===== src/rtl/gpio_msg_rx.sv =====
// gpio_msg_rx: follower-side GPIO frame receiver.
// Checks sync/length/checksum, buffers the payload and replays good frames on a valid/ready stream.
module gpio_msg_rx #(
  parameter int         MAX_LEN = 16,
  parameter logic [7:0] SYNC    = 8'hA5,
  parameter int         TIMEOUT = 255
) (
  input  logic        clock_i,
  input  logic        reset_i,
  input  logic [15:0] gpio_data_i,
  input  logic        gpio_valid_i,
  output logic [15:0] out_data_o,
  output logic        out_valid_o,
  output logic        out_last_o,
  input  logic        out_ready_i,
  output logic        frame_ok_o,
  output logic        frame_err_o,
  output logic [1:0]  err_code_o,
  output logic        busy_o
);
  // state   | meaning
  // IDLE    | waiting for a strobed SYNC header
  // PAYLOAD | storing LEN payload words into the buffer
  // CHECK   | next strobed word is compared with the running sum
  // DRAIN   | replaying the buffered frame to local logic

  localparam int         PW        = (MAX_LEN > 1) ? $clog2(MAX_LEN) : 1;
  localparam logic [7:0] MAX_LEN_B = 8'(MAX_LEN);
  localparam logic [7:0] TO_LAST   = 8'(TIMEOUT - 1);
  localparam logic [1:0] E_OVERRUN = 2'b00;
  localparam logic [1:0] E_LEN     = 2'b01;
  localparam logic [1:0] E_CSUM    = 2'b10;
  localparam logic [1:0] E_TIMEOUT = 2'b11;

  typedef enum logic [1:0] {IDLE, PAYLOAD, CHECK, DRAIN} state_t;

  state_t         state_q, state_d;
  logic [15:0]    gd_q;
  logic           gv_q;
  logic [15:0]    sum_q, sum_d;
  logic [PW-1:0]  wr_ptr_q, wr_ptr_d;
  logic [PW-1:0]  rd_ptr_q, rd_ptr_d;
  logic [PW-1:0]  len_m1_q, len_m1_d;
  logic [7:0]     to_cnt_q, to_cnt_d;
  logic [1:0]     err_code_q, err_code_d;
  logic           ok_d, err_d, mem_we;
  logic           hdr_seen, to_hit;
  logic [7:0]     hdr_len;
  logic [15:0]    mem_q [MAX_LEN];

  assign hdr_seen = gv_q && (gd_q[15:8] == SYNC);
  assign hdr_len  = gd_q[7:0];
  // The counter holds the number of low cycles already seen; this low cycle makes TIMEOUT.
  assign to_hit   = !gv_q && (to_cnt_q == TO_LAST);

  always_ff @(posedge clock_i) begin
    if (reset_i) begin
      state_q    <= IDLE;
      gd_q       <= '0;
      gv_q       <= 1'b0;
      sum_q      <= '0;
      wr_ptr_q   <= '0;
      rd_ptr_q   <= '0;
      len_m1_q   <= '0;
      to_cnt_q   <= '0;
      err_code_q <= '0;
    end else begin
      state_q    <= state_d;
      gd_q       <= gpio_data_i;
      gv_q       <= gpio_valid_i;
      sum_q      <= sum_d;
      wr_ptr_q   <= wr_ptr_d;
      rd_ptr_q   <= rd_ptr_d;
      len_m1_q   <= len_m1_d;
      to_cnt_q   <= to_cnt_d;
      err_code_q <= err_code_d;
    end
  end

  always_ff @(posedge clock_i) begin
    if (mem_we) mem_q[wr_ptr_q] <= gd_q;
  end

  always_comb begin
    state_d     = state_q;
    sum_d       = sum_q;
    wr_ptr_d    = wr_ptr_q;
    rd_ptr_d    = rd_ptr_q;
    len_m1_d    = len_m1_q;
    to_cnt_d    = to_cnt_q;
    err_code_d  = err_code_q;
    ok_d        = 1'b0;
    err_d       = 1'b0;
    mem_we      = 1'b0;
    out_valid_o = 1'b0;
    out_last_o  = 1'b0;
    out_data_o  = '0;
    case (state_q)
      IDLE: begin
        if (hdr_seen) begin
          if (hdr_len == 8'd0 || hdr_len > MAX_LEN_B) begin
            err_d      = 1'b1;
            err_code_d = E_LEN;
          end else begin
            len_m1_d = PW'(hdr_len - 8'd1);
            sum_d    = gd_q;
            wr_ptr_d = '0;
            to_cnt_d = '0;
            state_d  = PAYLOAD;
          end
        end
      end
      PAYLOAD: begin
        if (gv_q) begin
          mem_we   = 1'b1;
          sum_d    = sum_q + gd_q;
          to_cnt_d = '0;
          // Pointer parks on the last slot so a max-length frame never wraps.
          if (wr_ptr_q == len_m1_q) state_d = CHECK;
          else wr_ptr_d = wr_ptr_q + PW'(1);
        end else if (to_hit) begin
          err_d      = 1'b1;
          err_code_d = E_TIMEOUT;
          state_d    = IDLE;
        end else begin
          to_cnt_d = to_cnt_q + 8'd1;
        end
      end
      CHECK: begin
        if (gv_q) begin
          if (gd_q == sum_q) begin
            ok_d     = 1'b1;
            rd_ptr_d = '0;
            state_d  = DRAIN;
          end else begin
            err_d      = 1'b1;
            err_code_d = E_CSUM;
            state_d    = IDLE;
          end
        end else if (to_hit) begin
          err_d      = 1'b1;
          err_code_d = E_TIMEOUT;
          state_d    = IDLE;
        end else begin
          to_cnt_d = to_cnt_q + 8'd1;
        end
      end
      DRAIN: begin
        out_valid_o = 1'b1;
        out_data_o  = mem_q[rd_ptr_q];
        out_last_o  = (rd_ptr_q == len_m1_q);
        if (hdr_seen) begin
          err_d      = 1'b1;
          err_code_d = E_OVERRUN;
        end
        if (out_ready_i) begin
          if (out_last_o) state_d = IDLE;
          else rd_ptr_d = rd_ptr_q + PW'(1);
        end
      end
      default: state_d = IDLE;
    endcase
  end

  // Pulses are suppressed while reset is held so a discarded frame raises no flag.
  assign frame_ok_o  = ok_d & ~reset_i;
  assign frame_err_o = err_d & ~reset_i;
  assign err_code_o  = err_code_d;
  assign busy_o      = (state_q != IDLE);

endmodule


===== config.mk =====
export PLATFORM = sky130hd
export DESIGN_NAME = gpio_msg_rx
export DESIGN_NICKNAME = d
export VERILOG_FILES = /design/src/rtl/gpio_msg_rx.sv
export SDC_FILE = /design/constraint.sdc
export NUM_CORES = 1
export LEC_CHECK = 0
export ABC_AREA = 0
export ABC_CLOCK_PERIOD_IN_PS = 4900
export CAP_MARGIN = 20
export CORE_ASPECT_RATIO = 1.1
export CORE_MARGIN = 5
export CORE_UTILIZATION = 25
export DETAILED_ROUTE_END_ITERATION = 10
export SETUP_SLACK_MARGIN = 0.05
export SLEW_MARGIN = 20
export SYNTH_ARGS = -nofsm -noshare
export SYNTH_HDL_FRONTEND = slang
export SYNTH_SLANG_ARGS = --single-unit

===== constraint.sdc =====
create_clock -name clock_i -period 4.9 [get_ports clock_i]
set_clock_uncertainty 0.2 [all_clocks]
set_input_delay 0.735 -clock clock_i [delete_from_list [all_inputs] [get_ports clock_i]]
set_output_delay 0.735 -clock clock_i [all_outputs]
set_load 0.03 [all_outputs]

* Word-level counts from Yosys, hierarchy flattened
Memory sizes are Yosys's and may differ from the RTL's. A register that Yosys moved wholly into a read port is not among the register bits.
Index checks and enable logic that the tools add are counted.
** Word-level totals
- Flip-flop bits (word level) :: 57
- Memory bits (writable) :: 256
- Input port bits :: 20
- Output and inout bits :: 23
- Logic and storage cells :: 113
- Memories kept :: 1
** Memory list
- mem_q :: depth 16, bits a word 16, read ports 1, clocked after memory_dff 1, wr ports 1, RTL line 49 : logic [15:0] mem_q [MAX_LEN];
** Cells by class
- Add/sub/neg operators :: 5
- Order comparisons :: 1
- Equality and inequality tests :: 19
- Mux-type cells :: 58
- Bitwise operators :: 4
- Reduce and logical (&&, ||, !) cells :: 16
** Operators by type and width (count)
- $mux W16 :: 4
- $mux W4 :: 10
- $mux W8 :: 5
- $mux W2 :: 16
- $pmux W16 S2 :: 1
- $pmux W8 S3 :: 1
- $ne A2 B2 Y1 const B :: 10
- $add A16 B16 Y16 :: 1
- $eq A16 B16 Y1 :: 1
- $eq A8 B8 Y1 const B :: 2
- $mux W1 :: 16
- $pmux W2 S4 :: 2
- $pmux W4 S2 :: 2
- $reduce_and A5 Y1 :: 3
- $add A4 B1 Y4 const B :: 2
- $add A8 B1 Y8 const B :: 1
- $eq A4 B4 Y1 :: 2
- $gt A8 B5 Y1 const B :: 1
- $logic_not A8 Y1 :: 1
- $reduce_and A4 Y1 :: 2
- $reduce_bool A2 Y1 :: 3
- $eq A2 B2 Y1 const B :: 2
- $pmux W1 S4 :: 1
- $sub A4 B1 Y4 const B :: 1
- 10 further kinds :: 13

* Depth between registers and ports, before layout
- Depth after elaboration :: 6
- Mapped depth :: 9
- Mapped depth without buffers :: 8

* Worst setup path after synthesis
Ideal clock, no wire load.
- Path kind :: register -> output
- Start point :: register gd_q[8]
- End point :: output port frame_ok_o
- Data arrival time :: 2339 ps
- Required time :: 3965 ps
- Slack :: 1626 ps
- Cell stages (with the launch flop) :: 7
- Path buffers :: 1
- Cell sequence :: dfxtp_1 > ha_1 > clkbuf_1 > nor4_1 > nand3_1 > or2_1 > nor3_1
** Between the ends
- Longest elaborated chain between the ends :: 5
** RTL lines
- from (decl) :: RTL line 38 : logic [15:0] gd_q;
- from (signal assigned) :: RTL line 69 : gd_q <= gpio_data_i;
- $eq A16 B16 Y1 :: RTL line 131 : if (gd_q == sum_q) begin
- $mux W1 :: RTL line 131
- $mux W1 :: RTL line 130 : if (gv_q) begin
- $mux W1 :: RTL line 98 : case (state_q)
- $and A1 B1 Y1 :: RTL line 166 : assign frame_ok_o = ok_d & ~reset_i;
- to (decl) :: RTL line 16 : output logic frame_ok_o,
No other way between the ends.

* Worst setup path in the final report
- Start point :: register gd_q[11]
- End point :: output port err_code_o[1]
** Between the ends
- Longest elaborated chain between the ends :: 4
- Elaborated cells on any way between the ends :: 8
- Classes of those cells :: 2 x eq/ne; 5 x mux; 1 x reduce/logical
** RTL lines
- $eq A16 B16 Y1 / $eq A8 B8 Y1 (equally long branches) :: RTL line 131, 51
- $mux W2 / $logic_and A1 B1 Y1 (equally long branches) :: RTL line 131, 51
- $mux W2 (on tied branches) :: RTL line 130, 100, 152
- $pmux W2 S4 (*) :: RTL line 98
- to (decl) :: RTL line 18 : output logic [1:0] err_code_o,
Mark *: on every way between the ends. The rest lies on a longest branch, timed or not.

==> metrics.yaml <==
global_route:
  antenna_found_initial: 2
  grt_pass1_wl_um: 49300
  top_usage_layer: "met2"
  gr-usage-met2: 0.187
  grt_pass1_vias: 7726
  met3_usage: 0.0172
  grt_overflow_total: 0
  grt_use_total: 0.111
  grt_max_degree: 35
  use_met1: 0.149
min_path:
  hold_path.class: "reg -> reg"
placement:
  port_buffers: 42
  place.gp.congestion: 0.806
  dp_hpwl_um: 20300
  placed_area_sq_um: 14900
cts:
  numCtsBuffers: 34
  cts_tree: "yes"
  cts_buffer_depth: 3
  clkSinkCount: 317
  clkTransAtPathRegs_ns: 0.06
  htreeDepth: 2
  clock_tree.root_cell: "clkbuf_16"
  postCtsSetupRepairBufs: 0
  post_cts_resized: 0
  ctsHoldBuffers: 0
  insertion_delay_ns: 0.51
outcome:
  status: "finished, final reports clean"
timing:
  worst_slew_pin_slew_ns: 0.811
  maxSlewViolCount: 0
  max_freq_ghz: 0.221
  fin_crit_ns: 4.53
  fin_crit_sh: 0.924
  setup_tns_ns: 0
  hold_violations: 0
  max_slew_margin: 0.458
  rsz0062_at_grt: "no"
  setup_violations: 0
setup_path:
  cp.required_ns: 3.96
  startpoint_type: "flop"
  critPathCaptureType: "primary output"
  worstPathMaxFanout: 18
  cp.arrival_ns: 3.59
  criticalPathCategory: "reg -> out"
power:
  p_sw_frac: 0.204
  p_int_mw: 4.35
  pwr-share-seq: 0.537
  p_leak_nw: 5.00
  pwr-share-comb: 0.021
  power_density_nw_per_um2: 343
  ir_drop_mv: 0.179
  p_clk_frac: 0.443
  p_sw_mw: 1.12
synthesis:
  synth_top_area_cell: "edfxtp_1"
  synthesis.nets: 870
  yosysSeqAreaShare: 0.666
  async_flop_share: 0
  synth-seq-cells: 317
  netlist_area_sq_um: 13400
  synth_edf_count: 256
  ys_warn_count: 0
  synth_top_area_share: 0.575
  syn_inst: 822
  synth_area_leaders: "edfxtp_1 57%, mux4_2 13%, dfxtp_1 9.1%, ha_1 2.5%, nor2_1 1.7%"
  synth.distinct_cells: 64
  syn_area_per_cell_sq_um: 16.3
  ys.flop_type: "edfxtp_1"
floorplan:
  core_area_sq_um: 53300
  dieArea_sq_um: 58200
  die_x_um: 231
  start_util: 0.251
  rows: 89
  die_h_um: 253
  io_pins: 43
cells_and_area:
  layout-drive-gt1-share: 0.206
  final_area_sq_um: 15900
  layout.nets: 944
  areaGrowthSynthToFinish_pct: 18.9
detailed_routing:
  via_per_inst: 4.67
  vias: 7492
  drc: 0
  routed_wl_um: 32900
  wl_per_cell_um: 20.5
  drtPass1Iterations: 5
  antenna_left: 0
  drtIter0Drc: 722
job:
  cap_viol_max_count: 0
-- worst paths after layout --
path | from | end | slack [ns] | cells after the start
min reg2reg | sum_q[6] | sum_q[6] | 0.26 | 2
max | gd_q[11] | err_code_o[1] | 0.37 | 8
min | sum_q[6] | sum_q[6] | 0.26 | 2
max reg2reg | gd_q[1] | to_cnt_q[7] | 1.58 | 9
-- stage by stage --
| step | hold WS, ns | instances | power (mW) | setup WS [ns] | util |
|---|---|---|---|---|---|
| floorplan | 0.236 | 822 | 3.04 | 1.63 | - |
| global placement | 0.244 | 1542 | 3.10 | 0.914 | 0.278 |
| detailed placement | 0.249 | 1542 | 3.10 | 0.887 | 0.278 |
| CTS | 0.257 | 1603 | 5.51 | 0.351 | 0.298 |
| global route | 0.284 | 1603 | 5.63 | 0.0874 | 0.298 |
| finish | 0.260 | 1604 | 5.46 | 0.373 | 0.298 |
-- state kept, by name, summed over array words and instances, names as in the netlist, named ones only --
name	count
rd_ptr_q	4
sum_q	16
err_code_q	2
state_q	2
len_m1_q	4
gv_q	1
gd_q	16
wr_ptr_q	4
mem_q	256
to_cnt_q	8
-- cell families (layout without fill, tap and decap cells) --
family	Yosys count	after routing	synth area share
and+or+nand+nor	200	200	0.0779
other	0	1	0
xor gates and xnor gates	31	31	0.0203
AOI/OAI and AO/OA	101	101	0.0516
DFF	317	317	0.666
buffers and inverters	58	157	0.0173
muxes	87	87	0.140
adders and majority gates	28	28	0.0268
-- power by group through the flow --
stage          logic, mW  registers, mW  clock network (mW)
2_1_floorplan     0.0507           2.99                   0
3_3_place_gp       0.111           2.99                   0
3_5_place_dp       0.114           2.99                   0
4_1_cts            0.114           2.93                2.47
5_1_grt            0.124           2.93                2.57
6_report           0.113           2.93                2.42
-- metal layers --
| layer | wire length [um] | vias up | share of wire |
|---|---|---|---|
| met3 | 1700 | 52 | 0.052 |
| met1 | 14300 | 3835 | 0.44 |
| met4 | 855 | 0 | 0.026 |
| met5 | 0 | - | 0 |
| met2 | 16000 | 216 | 0.49 |
| li1 | - | 3389 | - |
-- cell type report --
class | count | area, sq um
sequential | 317 | 8910
multi-input combinational | 447 | 4310
tap | 682 | 853
clock inverter | 15 | 126
timing repair buffer | 77 | 703
fill | 5214 | 37400
antenna | 1 | 2.50
clock buffer | 46 | 927
inverter | 19 | 71.3
-- critical path: stages, from the launching register on --
cell and delay (ns):
dfxtp_1 0.66, ha_1 0.41, nor4_1 0.27, nand3_1 0.20, or2_1 0.31, a221oi_1 0.28, a2bb2oi_1 0.28, inv_1 0.08
clkdlybuf4s50_1 0.60
-- cells in the mapped netlist (all sizes together), types with 2 or more instances --
library cell,count
o31ai,3
o2111ai,3
nor3,17
nor4b,4
nand2b,5
a22oi,2
mux2i,6
nor2,61
nor4,10
a21oi,28
nor2b,21
and3,3
mux4,80
o211ai,7
edfxtp,256
dfxtp,61
nand3b,3
xnor2,21
buf,11
o21ai,19
ha,27
a311oi,3
nand4,3
a2111oi,4
clkbuf,28
nor3b,2
a211oi,10
o31a,2
and2,21
a21o,3
inv,19
nand3,18
nand2,26
xor2,10
a31oi,3
or2,3
-- cell usage in the layout (no fill, tap or decap), types with 7 or more instances in the layout --
cell type,n
a211oi_1,10
a21oi_1,28
and2_1,21
buf_4,33
clkbuf_1,10
clkbuf_16,35
clkdlybuf4s50_1,41
dfxtp_1,59
edfxtp_1,256
ha_1,27
inv_1,19
mux4_2,80
nand2_1,26
nand3_1,18
nor2_1,49
nor2_2,7
nor2b_1,21
nor3_1,13
nor4_1,9
o211ai_1,7
o21ai_0,16
xnor2_1,21
xor2_1,10
Note: power is estimated with default switching activity, not from simulation.
==> patch 1 (config.mk and constraints unchanged) <==
Make the reset (`reset_i`) asynchronous in one clocked block.
--- a/src/rtl/gpio_msg_rx.sv
+++ b/src/rtl/gpio_msg_rx.sv
@@ -53,7 +53,7 @@
   // The counter holds the number of low cycles already seen; this low cycle makes TIMEOUT.
   assign to_hit   = !gv_q && (to_cnt_q == TO_LAST);
 
-  always_ff @(posedge clock_i) begin
+  always_ff @(posedge clock_i or posedge reset_i) begin
     if (reset_i) begin
       state_q    <= IDLE;
       gd_q       <= '0;
Behaviour: differs if reset_i is asserted again (counterexample within 4 cycles, from zero or initial values and one cycle with reset_i high); with reset_i held inactive, the same outputs for 4 cycles.
==> patch 1 against the original RTL <==
Count of clock-buffer cells in the layout decreased by 3; wire length shrank 6.1%; synthesized cell count decreased by 4.7%; non-clock buffer count unchanged; synthesized area is 0.47% lower; cell area grew 0.10%; setup slack gained 0.074 ns; sequential cell count decreased by 4; critical endpoint unchanged.
Power is not compared: it rests on default switching activity, and its combinational part moved more than twofold at a synthesized area within 25%.
==> patch 1: results (changes against the original RTL) <==
{
  "outcome": "finished, final reports clean",
  "grt_pass1_vias": {"value": 7599, "change": "-1.6%"},
  "worst_slew_margin": {"value": 28.1, "unit": "%", "change": "-18 points"},
  "grt.met2_usage": {"value": 17.9, "unit": "%", "change": "-0.80 points"},
  "share_of_synthesized_registers_carrying_an_async_set_or_reset": {"value": 18.2, "unit": "%", "change": "+18 points"},
  "antenna_cells_inserted": {"value": 0, "change": "-1"},
  "path_max_fanout": {"value": 21, "change": "+3"},
  "crit_path_max_incr_delay": {"value": 0.73, "unit": "ns", "change": "+0.07 ns"},
  "post_dp_cell_area": {"value": 0.0148, "unit": "mm2", "change": "-0.50%"},
  "grt_util_all_layers": {"value": 10.6, "unit": "%", "change": "-0.47 points"},
  "antenna_found_initial": {"value": 0, "change": "-2"},
  "cp.arrival": {"value": 3.52, "unit": "ns", "change": "-0.07 ns"},
  "cp_slowest_cell": "clkdlybuf4s50_1",
  "synth.top_cells.by_count": "256 x edfxtp_1, 80 x mux4_2, 57 x dfrtp_1",
  "gp_congestion": {"value": 0.787, "change": "-2.4%"},
  "crit_family": "buffers and inverters",
  "post_synth_fa_ha_maj_area_fraction": {"value": 2.69, "unit": "%", "change": "+0.013 points"},
  "place_worst_setup_slack": {"value": 0.935, "unit": "ns", "change": "+0.0482 ns"},
  "fin_worst_hold_slack": {"value": 0.291, "unit": "ns", "change": "+0.0314 ns"},
  "wl_met2": {"value": 15.2, "unit": "mm", "change": "-5.0%"},
  "yosys.area_share.xor_xnor": {"value": 1.51, "unit": "%", "change": "-0.52 points"},
  "r2r_cells": {"value": 8, "change": "-1"},
  "final_layout_size_suffix_gt1_share": {"value": 22.3, "unit": "%", "change": "+1.7 points"},
  "synth_seq_area_share": {"value": 68.5, "unit": "%", "change": "+1.9 points"},
  "post_synth_num_cell_types": {"value": 62, "change": "-3.1%"},
  "use_met1": {"value": 14.0, "unit": "%", "change": "-0.94 points"},
  "hold_path.startpoint": "sum_q[2]$_DFFE_PP0P_",
  "num-fill-cells": {"value": 5127, "change": "-1.7%"},
  "global_route.usage.met3": {"value": 1.82, "unit": "%", "change": "+0.10 points"}
}
## patch 1: cell count changes after synthesis, moves of 4 or more
cell / unedited run / this run
dfxtp_1: 61 / 0
dfrtp_1: 0 / 57
nand2_1: 26 / 47
nor2b_1: 21 / 0
nor2_1: 61 / 43
o21ai_0: 16 / 28
a211oi_1: 10 / 1
clkbuf_1: 28 / 20
nand3_1: 18 / 11
o211ai_1: 7 / 2
xor2_1: 10 / 5
nor4_1: 9 / 5
## patch 1: final cells by class
class                      instances  area (um2)  share of cell area (%)
sequential                       313        9120                    57.3
inverter                          21        78.8                   0.495
tap                              675         845                    5.30
multi-input combinational        414        4020                    25.2
timing repair buffer              77         716                    4.49
clock buffer                      43         916                    5.75
clock inverter                    16         230                    1.45
## patch 1: worst reg2reg max path, delay by kind of cell (launching register included)
kind / cells / cell delay, ns
buf+inv: 1 / 0.10
fa+ha+maj: 1 / 0.25
simple gates: 5 / 1.82
compound gates: 1 / 0.18
flops: 1 / 0.71
==> patch 2 (same flow settings) <==
Made on the original files. Change the parameter `MAX_LEN` from 16 to 8.
--- a/src/rtl/gpio_msg_rx.sv
+++ b/src/rtl/gpio_msg_rx.sv
@@ -1,7 +1,7 @@
 // gpio_msg_rx: follower-side GPIO frame receiver.
 // Checks sync/length/checksum, buffers the payload and replays good frames on a valid/ready stream.
 module gpio_msg_rx #(
-  parameter int         MAX_LEN = 16,
+  parameter int         MAX_LEN = 8,
   parameter logic [7:0] SYNC    = 8'hA5,
   parameter int         TIMEOUT = 255
 ) (
Function: changed (a bounded check fails within 4 cycles, from zero or initial values and one cycle with reset_i high).
==> patch 2 against the original RTL <==
Total power decreased by 35%; synthesized cell count decreased by 28%; setup slack improved by 0.037 ns; utilization increased by 0.28 points; non-clock buffer count decreased by 15; cell area decreased by 39%; sequential cell count decreased by 132; synthesized area decreased by 39%; wire length decreased by 43%; largest cell class unchanged.
==> patch 2: results (changes against the original RTL) <==
{
  "outcome": "finished, final reports clean",
  "tightest_slew": {"value": 0.818, "unit": "ns", "change": "+0.00680 ns"},
  "path_max_fanout": {"value": 11, "change": "-7"},
  "wl_met2": {"value": 9.02, "unit": "mm", "change": "-44%"},
  "clockBufferDepth": {"value": 2, "change": "-1"},
  "vdd_ir_drop_max": {"value": 0.000233, "unit": "V", "change": "+31%"},
  "final_net_count": {"value": 694, "change": "-26%"},
  "via_per_instance_ratio": {"value": 4.51, "change": "-3.4%"},
  "cp.arrival": {"value": 3.55, "unit": "ns", "change": "-0.04 ns"},
  "pin_count_of_the_biggest_net_entering_global_routing": {"value": 33, "change": "-5.7%"},
  "post-dp-hpwl": {"value": 12.6, "unit": "mm", "change": "-38%"},
  "grt_first_pass_wirelength": {"value": 29.4, "unit": "mm", "change": "-40%"},
  "synth.top_cells.by_count": "128 x edfxtp_1, 57 x dfxtp_1, 56 x nor2_1",
  "wl_met1": {"value": 8.94, "unit": "mm", "change": "-38%"},
  "drt_iter0_drc": {"value": 370, "change": "-49%"},
  "internal_power": {"value": 2590, "unit": "uW", "change": "-40%"},
  "num-fill-cells": {"value": 3213, "change": "-38%"},
  "reg2reg_to": "sum_q[10]$_SDFFE_PP0P_",
  "totalWireLength": {"value": 18.9, "unit": "mm", "change": "-43%"},
  "antenna_found_initial": {"value": 1, "change": "-1"},
  "synth_top_cells_by_area": "edfxtp_1 47%, dfxtp_1 14%, mux4_2 8.9%, ha_1 3.9%, mux2i_1 2.7%",
  "clock_buffer_count_from_cts": {"value": 17, "change": "-50%"},
  "pwr-share-comb": {"value": 13.5, "unit": "%", "change": "+11 points"},
  "place_worst_setup_slack": {"value": 0.877, "unit": "ns", "change": "-0.00968 ns"},
  "grt_pass1_vias": {"value": 4966, "change": "-36%"},
  "synth_seq_area_share": {"value": 61.4, "unit": "%", "change": "-5.2 points"},
  "leak_pwr": {"value": 0.00326, "unit": "uW", "change": "-35%"},
  "met3RoutedLength": {"value": 678, "unit": "um", "change": "-60%"},
  "mappedNetlistNets": {"value": 639, "change": "-27%"},
  "antenna_cells_inserted": {"value": 0, "change": "-1"},
  "reg.largest.list": "mem_q: 128 flops, gd_q: 16 flops, sum_q: 16 flops",
  "post_synth_num_cell_types": {"value": 53, "change": "-17%"},
  "final_layout_size_suffix_gt1_share": {"value": 14.8, "unit": "%", "change": "-5.8 points"},
  "synth-edff-count": {"value": 128, "change": "-50%"},
  "htree_levels": {"value": 4, "change": "+2"},
  "crit_path_start": "gd_q[14]$_SDFF_PP0_",
  "grt_util_all_layers": {"value": 10.6, "unit": "%", "change": "-0.47 points"},
  "gp_congestion": {"value": 0.830, "change": "+3.0%"},
  "clk-insertion-delay-late": {"value": 0.42, "unit": "ns", "change": "-0.09 ns"}
}
==> patch 2: critical path, cell delays in order (launching register included) <==
cell and delay, ns:
dfxtp_1 0.53, ha_1 0.37, nor4_1 0.35, nand2_1 0.15, o31ai_1 0.46, nand2_1 0.14
a221oi_1 0.35, a22oi_1 0.16, clkdlybuf4s50_1 0.62
==> patch 2: cell type report <==
type                       instances  area (um2)  area share, %
inverter                          17        63.8          0.658
clock inverter                    14         131           1.36
multi-input combinational        365        2970           30.6
tap                              426         533           5.50
sequential                       185        4990           51.4
clock buffer                      18         439           4.53
timing repair buffer              62         569           5.87
==> patch 2: cell families (layout without fill, tap and decap cells) <==
kind of cell    after synthesis  after routing  share of synthesized area (%)
fa+ha+maj                    26             26                           4.10
compound gates               94             94                           7.68
buf+inv                      43            111                           2.08
simple gates                163            163                           10.1
xor+xnor                     28             28                           3.02
mux                          54             54                           11.6
flops                       185            185                           61.4
==> patch 2: how the worst min path moves through the flow <==
stage                                startpoint                    end  slack [ns]  depth (start not counted)
after detailed placement  sum_q[2]$_SDFFE_PP0P_  sum_q[2]$_SDFFE_PP0P_        0.25                          2
after global placement    sum_q[7]$_SDFFE_PP0P_  sum_q[7]$_SDFFE_PP0P_        0.24                          2
after CTS                 sum_q[2]$_SDFFE_PP0P_  sum_q[2]$_SDFFE_PP0P_        0.26                          2
after global routing      sum_q[5]$_SDFFE_PP0P_  sum_q[5]$_SDFFE_PP0P_        0.30                          2
final                     sum_q[2]$_SDFFE_PP0P_  sum_q[2]$_SDFFE_PP0P_        0.26                          2
after floorplan           sum_q[5]$_SDFFE_PP0P_  sum_q[5]$_SDFFE_PP0P_        0.24                          2
==> patch 2: per-stage QoR <==
step	cell area [um2]	hold slack (ns)	total power (uW)	utilization, %	std cells
floorplan	8110	0.236	2140	-	593
global placement	9110	0.243	2280	28.3	1054
detailed placement	9110	0.252	2280	28.3	1054
CTS	9680	0.262	3580	30.1	1086
global route	9690	0.296	3710	30.1	1087
finish	9690	0.256	3550	30.1	1087
==> patch 2: layer usage <==
metal  GRT usage [%]  vias up
li1                -     2338
met3            2.21       16
met1            14.7     2450
met2            16.9       99
met5               0        -
met4            3.09        0
==> patch 2: power groups by stage <==
stage                     logic [uW]  clock network, uW  registers, uW
after floorplan                  347                  0           1790
after global placement           475                  0           1800
after detailed placement         477                  0           1810
after CTS                        481               1330           1770
after global routing             535               1400           1780
final                            478               1300           1770
